==> config.mk <==
export PLATFORM = sky130hd
export DESIGN_NAME = ddr3_avl_arbiter_flat
export DESIGN_NICKNAME = d
export VERILOG_FILES = /design/src/rtl/ddr3_ctrl_pkg.sv /design/src/rtl/ddr3_avl_arbiter_if.sv /design/src/rtl/ddr3_burst_counter.sv /design/src/rtl/ddr3_avl_arbiter.sv /design/src/flat_wrapper.sv
export SDC_FILE = /design/constraint.sdc
export NUM_CORES = 1
export LEC_CHECK = 0
export CAP_MARGIN = 25
export CORE_AREA = 4 4 237 239
export CTS_CLUSTER_DIAMETER = 120
export DETAILED_ROUTE_END_ITERATION = 12
export DIE_AREA = 0 0 241 243
export GPL_ROUTABILITY_DRIVEN = 0
export SYNTH_ARGS = -nofsm -noshare
export SYNTH_HDL_FRONTEND = slang
export SYNTH_SLANG_ARGS = --single-unit
==> constraint.sdc <==
create_clock -name ddr3_clk -period 4.3 [get_ports ddr3_clk]
set_clock_uncertainty 0.05 [all_clocks]
set_input_delay 0.645 -clock ddr3_clk [delete_from_list [all_inputs] [get_ports ddr3_clk]]
set_output_delay 0.645 -clock ddr3_clk [all_outputs]
set_load 0.05 [all_outputs]
==> src/rtl/ddr3_ctrl_pkg.sv <==
// Shared DDR3 controller definitions.
// Holds the Avalon width constants and the arbiter owner-state encoding
// used by the interface, the arbiter and its burst tracker.
package ddr3_ctrl_pkg;

    localparam int ADDR_W = 26;   // Avalon word-address width
    localparam int DATA_W = 128;  // Avalon data width
    localparam int SIZE_W = 3;    // Avalon burst-size width

    // Owner of the DDR3 Avalon port
    typedef enum logic [1:0] {
        IDLE   = 2'd0,
        RD_OWN = 2'd1,
        WR_OWN = 2'd2
    } owner_e;

endpackage

==> src/rtl/ddr3_avl_arbiter_if.sv <==
// Bundle of every handshake and bus signal around the DDR3 arbiter:
// read requester, write requester and the DDR3 Avalon controller port.
//   slave  : view of the arbiter (requests in, controller commands out)
//   master : view of the environment driving the arbiter
interface ddr3_avl_arbiter_if #(
    parameter int ADDR_W = ddr3_ctrl_pkg::ADDR_W
);
    import ddr3_ctrl_pkg::*;

    // Read requester
    logic                rd_read_req;
    logic                rd_burstbegin;
    logic [ADDR_W-1:0]   rd_addr;
    logic [SIZE_W-1:0]   rd_size;
    logic                rd_ready;
    logic                rd_data_valid;
    logic [DATA_W-1:0]   rd_data;

    // Write requester
    logic                wr_write_req;
    logic                wr_burstbegin;
    logic [ADDR_W-1:0]   wr_addr;
    logic [SIZE_W-1:0]   wr_size;
    logic [DATA_W-1:0]   wr_wdata;
    logic                wr_ready;

    // DDR3 controller Avalon port
    logic                ddr3_avl_ready;
    logic                ddr3_avl_read_data_valid;
    logic [DATA_W-1:0]   ddr3_avl_read_data;
    logic                ddr3_avl_burstbegin;
    logic                ddr3_avl_read_req;
    logic                ddr3_avl_write_req;
    logic [ADDR_W-1:0]   ddr3_avl_addr;
    logic [SIZE_W-1:0]   ddr3_avl_size;
    logic [DATA_W-1:0]   ddr3_avl_wdata;

    modport slave (
        input  rd_read_req, rd_burstbegin, rd_addr, rd_size,
        input  wr_write_req, wr_burstbegin, wr_addr, wr_size, wr_wdata,
        input  ddr3_avl_ready, ddr3_avl_read_data_valid, ddr3_avl_read_data,
        output rd_ready, rd_data_valid, rd_data, wr_ready,
        output ddr3_avl_burstbegin, ddr3_avl_read_req, ddr3_avl_write_req,
        output ddr3_avl_addr, ddr3_avl_size, ddr3_avl_wdata
    );

    modport master (
        output rd_read_req, rd_burstbegin, rd_addr, rd_size,
        output wr_write_req, wr_burstbegin, wr_addr, wr_size, wr_wdata,
        output ddr3_avl_ready, ddr3_avl_read_data_valid, ddr3_avl_read_data,
        input  rd_ready, rd_data_valid, rd_data, wr_ready,
        input  ddr3_avl_burstbegin, ddr3_avl_read_req, ddr3_avl_write_req,
        input  ddr3_avl_addr, ddr3_avl_size, ddr3_avl_wdata
    );

endinterface

==> src/rtl/ddr3_burst_counter.sv <==
// Write-burst beat tracker.
// Latches the burst length on the first beat (size 0 counts as 1) and
// counts beats modulo that length; flags the completing beat.
//   ddr3_clk, ddr3_reset : clock, synchronous active-high reset
//   clear_i              : abandon any partial burst (owner leaves WR)
//   beat_i               : a write beat is accepted this cycle
//   size_i               : wr_size presented with the beat
//   beat_cnt_o           : beats already taken in the current burst
//   done_o               : this beat completes the burst
module ddr3_burst_counter
    import ddr3_ctrl_pkg::*;
(
    input  logic              ddr3_clk,
    input  logic              ddr3_reset,
    input  logic              clear_i,
    input  logic              beat_i,
    input  logic [SIZE_W-1:0] size_i,
    output logic [2:0]        beat_cnt_o,
    output logic              done_o
);

    logic [2:0] beat_cnt_q, beat_cnt_d;
    logic [2:0] burst_len_q, burst_len_d;
    logic [2:0] size_norm;
    logic [2:0] cur_len;

    assign size_norm  = (size_i == 3'd0) ? 3'd1 : size_i;
    // The first beat uses the live size since burst_len_q is not loaded yet
    assign cur_len    = (beat_cnt_q == 3'd0) ? size_norm : burst_len_q;
    assign done_o     = beat_i && ((beat_cnt_q + 3'd1) == cur_len);
    assign beat_cnt_o = beat_cnt_q;

    // NOTE: every output of a combinational block gets a default first, so no latch is inferred.
    always_comb begin
        beat_cnt_d  = beat_cnt_q;
        burst_len_d = burst_len_q;
        if (clear_i) begin
            beat_cnt_d = 3'd0;
        end else if (beat_i) begin
            if (beat_cnt_q == 3'd0) begin
                burst_len_d = size_norm;
            end
            beat_cnt_d = done_o ? 3'd0 : beat_cnt_q + 3'd1;
        end
    end

    // NOTE: state registers use non-blocking assignments so all flops update together at the edge.
    always_ff @(posedge ddr3_clk) begin
        if (ddr3_reset) begin
            beat_cnt_q  <= 3'd0;
            burst_len_q <= 3'd1;
        end else begin
            beat_cnt_q  <= beat_cnt_d;
            burst_len_q <= burst_len_d;
        end
    end

endmodule

==> src/rtl/ddr3_avl_arbiter.sv <==
// Two-requester arbiter in front of a DDR3 Avalon controller port.
// A registered owner FSM (IDLE / RD_OWN / WR_OWN) grants the port to the
// read or write requester, round-robin on ties, with at most MAX_RUN
// commands/bursts per turn while the other side waits. Write bursts are
// never split. Read data is passed straight through.
//   ddr3_clk, ddr3_reset : clock, synchronous active-high reset
//   bus (slave)          : read/write requester ports and DDR3 Avalon port
module ddr3_avl_arbiter #(
    parameter int MAX_RUN = 16,
    parameter int ADDR_W  = ddr3_ctrl_pkg::ADDR_W
) (
    input  logic              ddr3_clk,
    input  logic              ddr3_reset,
    ddr3_avl_arbiter_if.slave bus
);
    import ddr3_ctrl_pkg::*;

    localparam int                RUN_W   = $clog2(MAX_RUN + 1);
    localparam logic [RUN_W-1:0]  RUN_MAX = RUN_W'(MAX_RUN);

    owner_e            state_q, state_d;
    owner_e            last_owner_q, last_owner_d;
    logic [RUN_W-1:0]  run_cnt_q, run_cnt_d, run_inc;
    logic [2:0]        beat_cnt;
    logic              wr_beat, burst_done, to_idle;
    logic [ADDR_W-1:0] addr_mux;

    assign wr_beat = (state_q == WR_OWN) && bus.wr_write_req && bus.ddr3_avl_ready;
    assign run_inc = (run_cnt_q == RUN_MAX) ? RUN_MAX : run_cnt_q + 1'b1;

    ddr3_burst_counter u_burst_counter (
        .ddr3_clk   (ddr3_clk),
        .ddr3_reset (ddr3_reset),
        .clear_i    (to_idle),
        .beat_i     (wr_beat),
        .size_i     (bus.wr_size),
        .beat_cnt_o (beat_cnt),
        .done_o     (burst_done)
    );

    // Next-state logic; a stalled controller freezes everything.
    always_comb begin
        state_d      = state_q;
        last_owner_d = last_owner_q;
        run_cnt_d    = run_cnt_q;
        to_idle      = 1'b0;
        if (bus.ddr3_avl_ready) begin
            case (state_q)
                IDLE: begin
                    if (bus.rd_read_req && bus.wr_write_req)
                        state_d = (last_owner_q == RD_OWN) ? WR_OWN : RD_OWN;
                    else if (bus.rd_read_req)
                        state_d = RD_OWN;
                    else if (bus.wr_write_req)
                        state_d = WR_OWN;
                end
                RD_OWN: begin
                    if (!bus.rd_read_req) begin
                        to_idle = 1'b1;
                    end else begin
                        run_cnt_d = run_inc;
                        if (run_inc == RUN_MAX && bus.wr_write_req)
                            to_idle = 1'b1;
                    end
                end
                WR_OWN: begin
                    // Leave only on a burst boundary: hand over to a waiting
                    // reader once the run budget is used, or when writes stop.
                    if (burst_done) begin
                        run_cnt_d = run_inc;
                        if (run_inc == RUN_MAX && bus.rd_read_req)
                            to_idle = 1'b1;
                    end else if (!bus.wr_write_req && beat_cnt == 3'd0) begin
                        to_idle = 1'b1;
                    end
                end
                default: state_d = IDLE;
            endcase
            if (to_idle) begin
                state_d      = IDLE;
                last_owner_d = state_q;
                run_cnt_d    = '0;
            end
        end
    end

    always_ff @(posedge ddr3_clk) begin
        if (ddr3_reset) begin
            state_q      <= IDLE;
            last_owner_q <= WR_OWN;  // read side wins the first tie
            run_cnt_q    <= '0;
        end else begin
            state_q      <= state_d;
            last_owner_q <= last_owner_d;
            run_cnt_q    <= run_cnt_d;
        end
    end

    // Command mux: the owner's request is forwarded unregistered.
    always_comb begin
        bus.ddr3_avl_burstbegin = 1'b0;
        bus.ddr3_avl_read_req   = 1'b0;
        bus.ddr3_avl_write_req  = 1'b0;
        addr_mux                = '0;
        bus.ddr3_avl_size       = '0;
        bus.ddr3_avl_wdata      = '0;
        bus.rd_ready            = 1'b0;
        bus.wr_ready            = 1'b0;
        case (state_q)
            RD_OWN: begin
                bus.ddr3_avl_burstbegin = bus.rd_burstbegin;
                bus.ddr3_avl_read_req   = bus.rd_read_req;
                addr_mux                = bus.rd_addr;
                bus.ddr3_avl_size       = bus.rd_size;
                bus.rd_ready            = bus.ddr3_avl_ready;
            end
            WR_OWN: begin
                bus.ddr3_avl_burstbegin = bus.wr_burstbegin;
                bus.ddr3_avl_write_req  = bus.wr_write_req;
                addr_mux                = bus.wr_addr;
                bus.ddr3_avl_size       = bus.wr_size;
                bus.ddr3_avl_wdata      = bus.wr_wdata;
                bus.wr_ready            = bus.ddr3_avl_ready;
            end
            default: ;
        endcase
    end

    assign bus.ddr3_avl_addr = addr_mux;
    assign bus.rd_data_valid = bus.ddr3_avl_read_data_valid;
    assign bus.rd_data       = bus.ddr3_avl_read_data;

endmodule

==> src/flat_wrapper.sv <==
// flat-port wrapper written by rule: the top's interface ports become plain ports
module ddr3_avl_arbiter_flat import ddr3_ctrl_pkg::*;
#(
    parameter int MAX_RUN = 16,
    parameter int ADDR_W  = ddr3_ctrl_pkg::ADDR_W
)
  (ddr3_clk, ddr3_reset, bus_rd_read_req, bus_rd_burstbegin, bus_rd_addr, bus_rd_size, bus_wr_write_req, bus_wr_burstbegin, bus_wr_addr, bus_wr_size, bus_wr_wdata, bus_ddr3_avl_ready, bus_ddr3_avl_read_data_valid, bus_ddr3_avl_read_data, bus_rd_ready, bus_rd_data_valid, bus_rd_data, bus_wr_ready, bus_ddr3_avl_burstbegin, bus_ddr3_avl_read_req, bus_ddr3_avl_write_req, bus_ddr3_avl_addr, bus_ddr3_avl_size, bus_ddr3_avl_wdata);
  ddr3_avl_arbiter_if #(.ADDR_W(ADDR_W)) bus_i ();
  input  logic ddr3_clk;
  input  logic ddr3_reset;
  input wire logic [$bits(bus_i.rd_read_req)-1:0] bus_rd_read_req;
  input wire logic [$bits(bus_i.rd_burstbegin)-1:0] bus_rd_burstbegin;
  input wire logic [$bits(bus_i.rd_addr)-1:0] bus_rd_addr;
  input wire logic [$bits(bus_i.rd_size)-1:0] bus_rd_size;
  input wire logic [$bits(bus_i.wr_write_req)-1:0] bus_wr_write_req;
  input wire logic [$bits(bus_i.wr_burstbegin)-1:0] bus_wr_burstbegin;
  input wire logic [$bits(bus_i.wr_addr)-1:0] bus_wr_addr;
  input wire logic [$bits(bus_i.wr_size)-1:0] bus_wr_size;
  input wire logic [$bits(bus_i.wr_wdata)-1:0] bus_wr_wdata;
  input wire logic [$bits(bus_i.ddr3_avl_ready)-1:0] bus_ddr3_avl_ready;
  input wire logic [$bits(bus_i.ddr3_avl_read_data_valid)-1:0] bus_ddr3_avl_read_data_valid;
  input wire logic [$bits(bus_i.ddr3_avl_read_data)-1:0] bus_ddr3_avl_read_data;
  output wire logic [$bits(bus_i.rd_ready)-1:0] bus_rd_ready;
  output wire logic [$bits(bus_i.rd_data_valid)-1:0] bus_rd_data_valid;
  output wire logic [$bits(bus_i.rd_data)-1:0] bus_rd_data;
  output wire logic [$bits(bus_i.wr_ready)-1:0] bus_wr_ready;
  output wire logic [$bits(bus_i.ddr3_avl_burstbegin)-1:0] bus_ddr3_avl_burstbegin;
  output wire logic [$bits(bus_i.ddr3_avl_read_req)-1:0] bus_ddr3_avl_read_req;
  output wire logic [$bits(bus_i.ddr3_avl_write_req)-1:0] bus_ddr3_avl_write_req;
  output wire logic [$bits(bus_i.ddr3_avl_addr)-1:0] bus_ddr3_avl_addr;
  output wire logic [$bits(bus_i.ddr3_avl_size)-1:0] bus_ddr3_avl_size;
  output wire logic [$bits(bus_i.ddr3_avl_wdata)-1:0] bus_ddr3_avl_wdata;
  assign bus_i.rd_read_req = bus_rd_read_req;
  assign bus_i.rd_burstbegin = bus_rd_burstbegin;
  assign bus_i.rd_addr = bus_rd_addr;
  assign bus_i.rd_size = bus_rd_size;
  assign bus_i.wr_write_req = bus_wr_write_req;
  assign bus_i.wr_burstbegin = bus_wr_burstbegin;
  assign bus_i.wr_addr = bus_wr_addr;
  assign bus_i.wr_size = bus_wr_size;
  assign bus_i.wr_wdata = bus_wr_wdata;
  assign bus_i.ddr3_avl_ready = bus_ddr3_avl_ready;
  assign bus_i.ddr3_avl_read_data_valid = bus_ddr3_avl_read_data_valid;
  assign bus_i.ddr3_avl_read_data = bus_ddr3_avl_read_data;
  assign bus_rd_ready = bus_i.rd_ready;
  assign bus_rd_data_valid = bus_i.rd_data_valid;
  assign bus_rd_data = bus_i.rd_data;
  assign bus_wr_ready = bus_i.wr_ready;
  assign bus_ddr3_avl_burstbegin = bus_i.ddr3_avl_burstbegin;
  assign bus_ddr3_avl_read_req = bus_i.ddr3_avl_read_req;
  assign bus_ddr3_avl_write_req = bus_i.ddr3_avl_write_req;
  assign bus_ddr3_avl_addr = bus_i.ddr3_avl_addr;
  assign bus_ddr3_avl_size = bus_i.ddr3_avl_size;
  assign bus_ddr3_avl_wdata = bus_i.ddr3_avl_wdata;
  ddr3_avl_arbiter #(.MAX_RUN(MAX_RUN), .ADDR_W(ADDR_W)) u_core (.ddr3_clk(ddr3_clk), .ddr3_reset(ddr3_reset), .bus(bus_i));
endmodule
; ---- Word level (Yosys, flattened, before mapping)
; Index checks and enable logic that the tools add are counted.
[op_classes]
addsub = 2
eq_ne = 10
n_mux = 30
bitwise_logic = 1
n_reduce_logical = 18
[ops]
columns = operator, count
row1 = $mux 128, 1
row2 = $pmux 26 s2, 1
row3 = $mux 5, 4
row4 = $mux 1, 11
row5 = $eq 5x5->1 const B, 2
row6 = $mux 2, 5
row7 = $pmux 5 s2, 1
row8 = $mux 3, 3
row9 = $logic_and 1x1->1, 7
row10 = $logic_not 3->1, 2
row11 = $ne 3x3->1 const B, 2
row12 = $pmux 3 s2, 1
row13 = $add 5x1->5 const B, 1
row14 = $ne 5x3->1 const B, 1
row15 = $eq 2x1->1 const B, 2
row16 = $pmux 1 s2, 2
row17 = $pmux 2 s2, 1
row18 = $reduce_and 2->1, 2
row19 = $reduce_and 4->1, 1
row20 = $reduce_or 2->1, 2
row21 = $add 3x1->3 const B, 1
row22 = $eq 3x3->1, 1
row23 = $reduce_and 3->1, 1
row24 = $reduce_bool 3->1, 1
row25 = 5 further kinds, 5
[word_totals]
reg_bits = 15
in_bits = 322
word_cells = 66

; ---- Longest topological paths before layout
; Gate-level depths: netlist of the first run.
[logic_depth]
ltp_word = 11
ltp_mapped = 9
ltp_nobuf = 9

; ---- Cells and area by module
; A second synthesis of the first run with hierarchy kept.
[unflattened]
hier_cells = 486
hier_area_um2 = 3475.8
[modules_own_cells]
columns = module, instances, cells_per_inst, area_each_um2
row1 = ddr3_avl_arbiter, 1, 433, 3015.4
row2 = ddr3_burst_counter, 1, 53, 460.4

; ---- Worst setup path after synthesis of the first run
; Ideal clock, no wire load.
[synth_path]
kind = reg2out
from = register u_core.state_q[0]
to = output port bus_ddr3_avl_addr[0]
arrival_time_ns = 1.820
t_required_ns = 3.605
setup_slack_ns = 1.785
path_stages_with_launch = 7
n_path_buf = 2
cell_sequence = dfxtp_1 inv_1 ha_1 buf_2 buf_1 a22oi_1 nor2b_1
[synth_between]
elab_chain_cells = 2
word_cells_on_any_way = 3
classes_between = eq/ne: 2 / mux: 1
[synth_lines]
columns = item, line_no
row1 = "start, declared", ddr3_avl_arbiter.sv:21  ; owner_e state_q, state_d;
row2 = "start signal, assigned", ddr3_avl_arbiter.sv:93  ; state_q <= state_d;
row3 = $eq 2x2->1 / $eq 2x1->1 (equally long branches), ddr3_avl_arbiter.sv:109  ; case (state_q)
row4 = $pmux 26 s2 (*), ddr3_avl_arbiter.sv:109
row5 = "end, declared", flat_wrapper.sv:30  ; output wire logic [$bits(bus_i.ddr3_avl_addr)-1:0] bus_ddr3_avl_addr;
; Every way passes the cells marked *; elsewhere a longest branch is shown, timed or not.

; ---- Worst setup path after layout of the first run
[layout_path]
from = register u_core.state_q[1]
to = output port bus_ddr3_avl_size[2]
[layout_between]
elab_chain_cells = 2
word_cells_on_any_way = 3
classes_between = eq/ne: 2 / mux: 1
[layout_lines]
columns = item, line_no
row1 = $eq 2x2->1 / $eq 2x1->1 (equally long branches), ddr3_avl_arbiter.sv:109
row2 = $pmux 3 s2 (*), ddr3_avl_arbiter.sv:109
row3 = "end, declared", flat_wrapper.sv:31  ; output wire logic [$bits(bus_i.ddr3_avl_size)-1:0] bus_ddr3_avl_size;
; Marked as above.

==> results of run 1 <==
[path summary, 6_finish.rpt]
kind / cells past startpoint / endpoint / start / slack (ns)
setup / recovery: 6 / bus_ddr3_avl_size[2] / u_core.state_q[1]$_SDFFE_PP0P_ / 0.95
hold / removal: 2 / u_core.u_burst_counter.burst_len_q[2]$_SDFFE_PP0P_ / u_core.u_burst_counter.burst_len_q[2]$_SDFFE_PP0P_ / 0.44
setup reg to reg: 10 / u_core.last_owner_q[1]$_SDFFE_PP1P_ / u_core.state_q[0]$_SDFFE_PP0P_ / 1.40
hold reg to reg: 2 / u_core.u_burst_counter.burst_len_q[2]$_SDFFE_PP0P_ / u_core.u_burst_counter.burst_len_q[2]$_SDFFE_PP0P_ / 0.44
[cells by family (layout without fill, tap and decap cells)]
family,Yosys count,after routing,synth area share
and+or+nand+nor,213,213,0.386
buffers and inverters,168,377,0.335
AOI/OAI and AO/OA,57,57,0.132
DFF,15,15,0.0894
adders and majority gates,7,7,0.0261
muxes,6,6,0.0182
xor gates and xnor gates,5,5,0.0130
other,0,2,0
[power groups by stage]
stage               Sequential (uW)  Combinational (uW)  Clock (uW)
global route                    148                 870         198
finish                          148                 822         184
floorplan                       149                 743           0
global placement                150                 831           0
detailed placement              151                 830           0
CTS                             148                 837         194
[through the flow]
step	power (uW)	util	instances	setup slack [ns]
after floorplan	892	-	471	1.78
after global placement	981	0.126	1372	1.13
after detailed placement	981	0.126	1372	1.12
after CTS	1180	0.127	1376	0.841
after global routing	1220	0.127	1376	0.773
final	1150	0.127	1378	0.948
[sequential cells by signal, indices dropped and copies added (netlist names)]
name,count
u_core.run_cnt_q,5
u_core.u_burst_counter.beat_cnt_o,3
u_core.u_burst_counter.burst_len_q,3
u_core.last_owner_q,2
u_core.state_q,2
[per-layer routing]
metal  wire, um  vias up
met1       9660     1801
met3       3680       97
met2      13700      425
met5         34        -
li1           -     1813
met4        980        4
[cells in the final DEF, fill, tap and decap left out, types with 2 or more instances in the layout]
master           instances
clkdlybuf4s50_1        352
and2_1                 131
nor2b_1                 32
a22oi_1                 30
nor2_1                  15
dfxtp_1                 15
inv_1                   12
nand2_1                  9
buf_4                    9
a21oi_1                  6
mux2i_1                  5
ha_1                     5
nand3_1                  4
nand2b_1                 4
xor2_1                   3
o21ai_0                  3
a211o_1                  3
clkbuf_16                3
diode_2                  2
and4bb_2                 2
xnor2_1                  2
o211ai_1                 2
nand3b_1                 2
and3_1                   2
nand4_1                  2
o2bb2ai_1                2
nor3_1                   2
a21o_1                   2
[tightest hold or removal path, delay by kind of cell, from the launching register on]
family           cells  cell delay, ns
flip-flops           1            0.32
AND/OR/NAND/NOR      1            0.07
multiplexers         1            0.05
[final cells by class]
cell class / instances / area, um2 / share of cell area
repair buffers: 361 / 3590 / 0.525
multi-input cells: 288 / 1950 / 0.285
well taps: 696 / 871 / 0.127
flip-flops and latches: 15 / 300 / 0.0439
clock buffers: 3 / 75.1 / 0.0110
inverters: 12 / 45.0 / 0.00658
clock inverters: 1 / 5.00 / 0.000732
diodes: 2 / 5.00 / 0.000732
==> impl_metrics.env, run 1 <==
export IMPL_status="finished clean"
export IMPL_p_leak_uw=0.00226
export IMPL_die_area_um2=58600
export IMPL_postPlaceCellArea_um2=6760
export IMPL_hp_class="reg -> reg"
export IMPL_grt_antenna_before_repair=26
export IMPL_cap_violations=0
export IMPL_viasPerCell=3.00
export IMPL_switching_share=0.462
export IMPL_final_nets=1010
export IMPL_hold_viol=0
export IMPL_synth_seq_cells=15
export IMPL_async_flop_share=0
export IMPL_drt_pass1_iterations=4
export IMPL_ys_seq_area_frac=0.0894
export IMPL_grt_use_met2=0.163
export IMPL_p_int_uw=621
export IMPL_worst_setup_path_type="reg -> out"
export IMPL_cts_buffers=3
export IMPL_io_buffer_count=354
export IMPL_drive_above_1_share=0.0397
export IMPL_pwr_share_comb=0.713
export IMPL_slew_headroom=0.570
export IMPL_die_x_um=241
export IMPL_arrival_ns=2.66
export IMPL_synth_warnings=0
export IMPL_cp_start_kind="flop"
export IMPL_place_hpwl_um=24700
export IMPL_synth_top_area_share=0.288
export IMPL_die_h_um=243
export IMPL_syn_num_nets=800
export IMPL_drt_initial_drc_count=141
export IMPL_syn_to_final_growth_pct=104
export IMPL_gr_total_overflow=0
export IMPL_grt_max_degree=44
export IMPL_synth_commonest_cells="and2_1, buf_4, nor2b_1"
export IMPL_cts_resized=0
export IMPL_use_met1=0.0870
export IMPL_crit_fanout=19
export IMPL_finalCritPeriodShare=0.780
export IMPL_finalSetupViolCount=0
export IMPL_avgSynthCellArea_um2=7.13
export IMPL_cp_top_family="buffers and inverters"
export IMPL_ys_flop_type="dfxtp_1"
export IMPL_cts_sinks=15
export IMPL_power_share_clock=0.159
export IMPL_synthTopCellsByArea="buf_4, and2_1, dfxtp_1"
export IMPL_hold_slack_ns=0.440
export IMPL_fin_setup_tns_ns=0
export IMPL_drc=0
export IMPL_core_area_um2=53800
export IMPL_wirelength_um=28000
export IMPL_slew_violations=0
export IMPL_grt_pass1_wl_um=35900
export IMPL_crit_chain="inv_1 > ha_2 > buf_4 > a22oi_1 > nor2b_1 > clkdlybuf4s50_1"
export IMPL_power_density_nw_per_um2=169
export IMPL_wl_per_cell_um=20.3
export IMPL_final_area_um2=6840
export IMPL_cts_tree="yes"
export IMPL_ctsRootBufferMaster="clkbuf_16"
export IMPL_boundaryPins=613
export IMPL_via_count=4140
export IMPL_p_sw_uw=533
export IMPL_critPathSlowestCell="clkdlybuf4s50_1"
export IMPL_postRouteAntennaNets=0
export IMPL_critical_path_required_ns=3.61
export IMPL_peakVddDrop_mv=0.0925
export IMPL_h_tree_depth=1
export IMPL_syn_inst=471
export IMPL_netlist_area_um2=3360
export IMPL_clockBufferDepth=2
export IMPL_cts_setup_buffers=0
export IMPL_end_kind="output port"
export IMPL_p_seq_frac=0.128
export IMPL_grt_busiest_layer="met2"
export IMPL_synth_edff_count=0
export IMPL_rows=85
export IMPL_rsz0062_at_grt="no"
export IMPL_yosysMostFrequentCell="and2_1"
export IMPL_hold_buffers=0
export IMPL_nFillCells=6201
export IMPL_clk_latency_ns=0.25
export IMPL_min_period_ns=3.35
export IMPL_grtUsageMet3=0.0462
export IMPL_grt_pass1_vias=4509
export IMPL_start_util=0.0624
export IMPL_synth_top_area_cell="buf_4"
export IMPL_fmax_mhz=298
export IMPL_critPathMaxStageDelay_ns=0.82
export IMPL_worst_pin_slew_ns=0.642
export IMPL_track_usage=0.0890
export IMPL_ys_types=47
export IMPL_crit_buf_inv=3
export IMPL_clk_pin_slew_worst_paths_ns=0.05
No activity file was read; power rests on OpenSTA's default activity.
==> run 2, diff against run 1 <==
- CORE_AREA: 4 4 237 239 -> 4 4 239 241
- DIE_AREA: 0 0 241 243 -> 0 0 243 245
- clock period: 4.3 -> 2.7 ns (I/O delays scaled with it)
==> run 2 against run 1 <==
- flip-flop and latch count is the same
- count of clock-buffer cells in the layout rose by 1
- sequential power rose by 59%
- highest routed layer unchanged
- cell count up 0.73%
- clock power rose by 57%
- largest cell class unchanged
- critical path depth increased by 2
- critical endpoint is now u_core.u_burst_counter.burst_len_q[2]$_SDFFE_PP0P_
- routed wire length shrank 20%
- final area rose by 21%
==> impl_metrics.env, run 2 (synthesized netlist as in run 1, its figures left out) <==
export IMPL_slew_violations=0
export IMPL_grt_pass1_vias=4475
export IMPL_wirelength_um=22500
export IMPL_hp_class="reg -> reg"
export IMPL_power_density_nw_per_um2=251
export IMPL_min_period_ns=2.52
export IMPL_cp_start_kind="flop"
export IMPL_viasPerCell=2.92
export IMPL_end_kind="flop"
export IMPL_worst_setup_path_type="reg -> reg"
export IMPL_arrival_ns=2.63
export IMPL_clockBufferDepth=2
export IMPL_io_buffer_count=354
export IMPL_cts_sinks=15
export IMPL_die_h_um=245
export IMPL_via_count=4056
export IMPL_crit_chain="ha_1 > and4bb_2 > a211oi_2 > o41ai_2 > a32oi_2 > nand2_1 > a21oi_1 > mux2i_1"
export IMPL_hold_buffers=0
export IMPL_grt_max_degree=106
export IMPL_rr_worst_depth=8
export IMPL_finalSetupViolCount=0
export IMPL_drive_above_1_share=0.280
export IMPL_setup_ws_ns=0.182
export IMPL_p_leak_uw=0.00298
export IMPL_track_usage=0.0696
export IMPL_place_hpwl_um=19900
export IMPL_final_cell_mix="clkdlybuf4s50_1, buf_12, and2_1, nor2b_1, buf_4"
export IMPL_worst_pin_slew_ns=0.433
export IMPL_hold_depth=2
export IMPL_final_nets=1013
export IMPL_largest_register="u_core.run_cnt_q"
export IMPL_finalCritPeriodShare=0.933
export IMPL_critPathMaxStageDelay_ns=0.43
export IMPL_peakVddDrop_mv=0.157
export IMPL_place_ws_ns=0.0877
export IMPL_boundaryPins=613
export IMPL_critPathSlowestCell="dfxtp_1"
export IMPL_cap_violations=0
export IMPL_drt_pass1_iterations=4
export IMPL_start_util=0.0612
export IMPL_cts_buffers=3
export IMPL_status="finished clean"
export IMPL_die_x_um=243
export IMPL_clk_pin_slew_worst_paths_ns=0.05
export IMPL_ctsRootBufferMaster="clkbuf_16"
export IMPL_gr_total_overflow=0
export IMPL_hold_slack_ns=0.453
export IMPL_grt_pass1_wl_um=30800
export IMPL_fin_setup_tns_ns=0
export IMPL_cts_tree="yes"
export IMPL_wl_per_cell_um=16.2
export IMPL_grt_antenna_before_repair=9
export IMPL_syn_to_final_growth_pct=145
export IMPL_mostFrequentLayoutCell="clkdlybuf4s50_1"
export IMPL_postRouteAntennaNets=0
export IMPL_h_tree_depth=1
export IMPL_hold_viol=0
export IMPL_rows=86
export IMPL_drt_initial_drc_count=171
export IMPL_fmax_mhz=397
export IMPL_drc=0
export IMPL_core_area_um2=54900
export IMPL_rsz0062_at_grt="yes"
export IMPL_slew_headroom=0.711
export IMPL_clk_latency_ns=0.25
export IMPL_crit_fanout=7
export IMPL_critical_path_required_ns=2.82
export IMPL_die_area_um2=59500
export IMPL_largest_reg_flops=5
run 2: per-layer routing:
layer	vias up	routed length, um	GRT usage	share of wire
met5	-	11	0	0.00049
met4	2	911	0.0236	0.041
met3	81	3770	0.0513	0.17
met2	348	10400	0.115	0.46
met1	1807	7420	0.0678	0.33
li1	1818	-	-	-
run 2: layout make-up:
type / count / area, um2
Fill cell: 6131 / 46600
Inverter: 12 / 45.0
Timing Repair Buffer: 364 / 4980
Antenna cell: 1 / 2.50
Sequential cell: 15 / 300
Multi-Input combinational cell: 288 / 1960
Clock buffer: 4 / 78.8
Tap cell: 704 / 881
run 2: metrics by stage:
step	cell area [um2]	utilization	power (uW)	std cells
floorplan	3360	-	1420	471
global placement	8140	0.148	1790	1382
detailed placement	8140	0.148	1800	1382
CTS	8220	0.150	2090	1386
global route	8240	0.150	2160	1387
finish	8240	0.150	2070	1388
run 2: critical path, delay by kind of cell, from the launching register on:
family          cells  cell delay [ns]
flops               1             0.43
mux                 1             0.25
compound gates      4             1.04
simple gates        2             0.42
fa+ha+maj           1             0.26
run 2: path summary, 6_finish.rpt:
check,from,to,slack [ns]
setup / recovery,u_core.run_cnt_q[0]$_SDFFE_PP0P_,u_core.u_burst_counter.burst_len_q[2]$_SDFFE_PP0P_,0.18
hold / removal,u_core.last_owner_q[0]$_SDFFE_PP0P_,u_core.last_owner_q[0]$_SDFFE_PP0P_,0.45
setup reg to reg,u_core.run_cnt_q[0]$_SDFFE_PP0P_,u_core.u_burst_counter.burst_len_q[2]$_SDFFE_PP0P_,0.18
hold reg to reg,u_core.last_owner_q[0]$_SDFFE_PP0P_,u_core.last_owner_q[0]$_SDFFE_PP0P_,0.45
run 2: repair_timing:
item / CTS / global route
buffers inserted: 0 / 1
resized for setup: 0 / 3
endpoints found under the hold margin: 0 / 0
endpoints found under the setup margin: 0 / 4
run 2: power by group:
part	total (uW)	switching, uW	internal [uW]
registers	236	8.00	228
logic	1540	774	768
clock network	289	88.7	200
==> run 3, diff against run 2 <==
- SKIP_CTS_REPAIR_TIMING: unset -> 1
==> results of run 3 <==
Same layout as run 2: the final DEF is identical, and so are final timing and power.
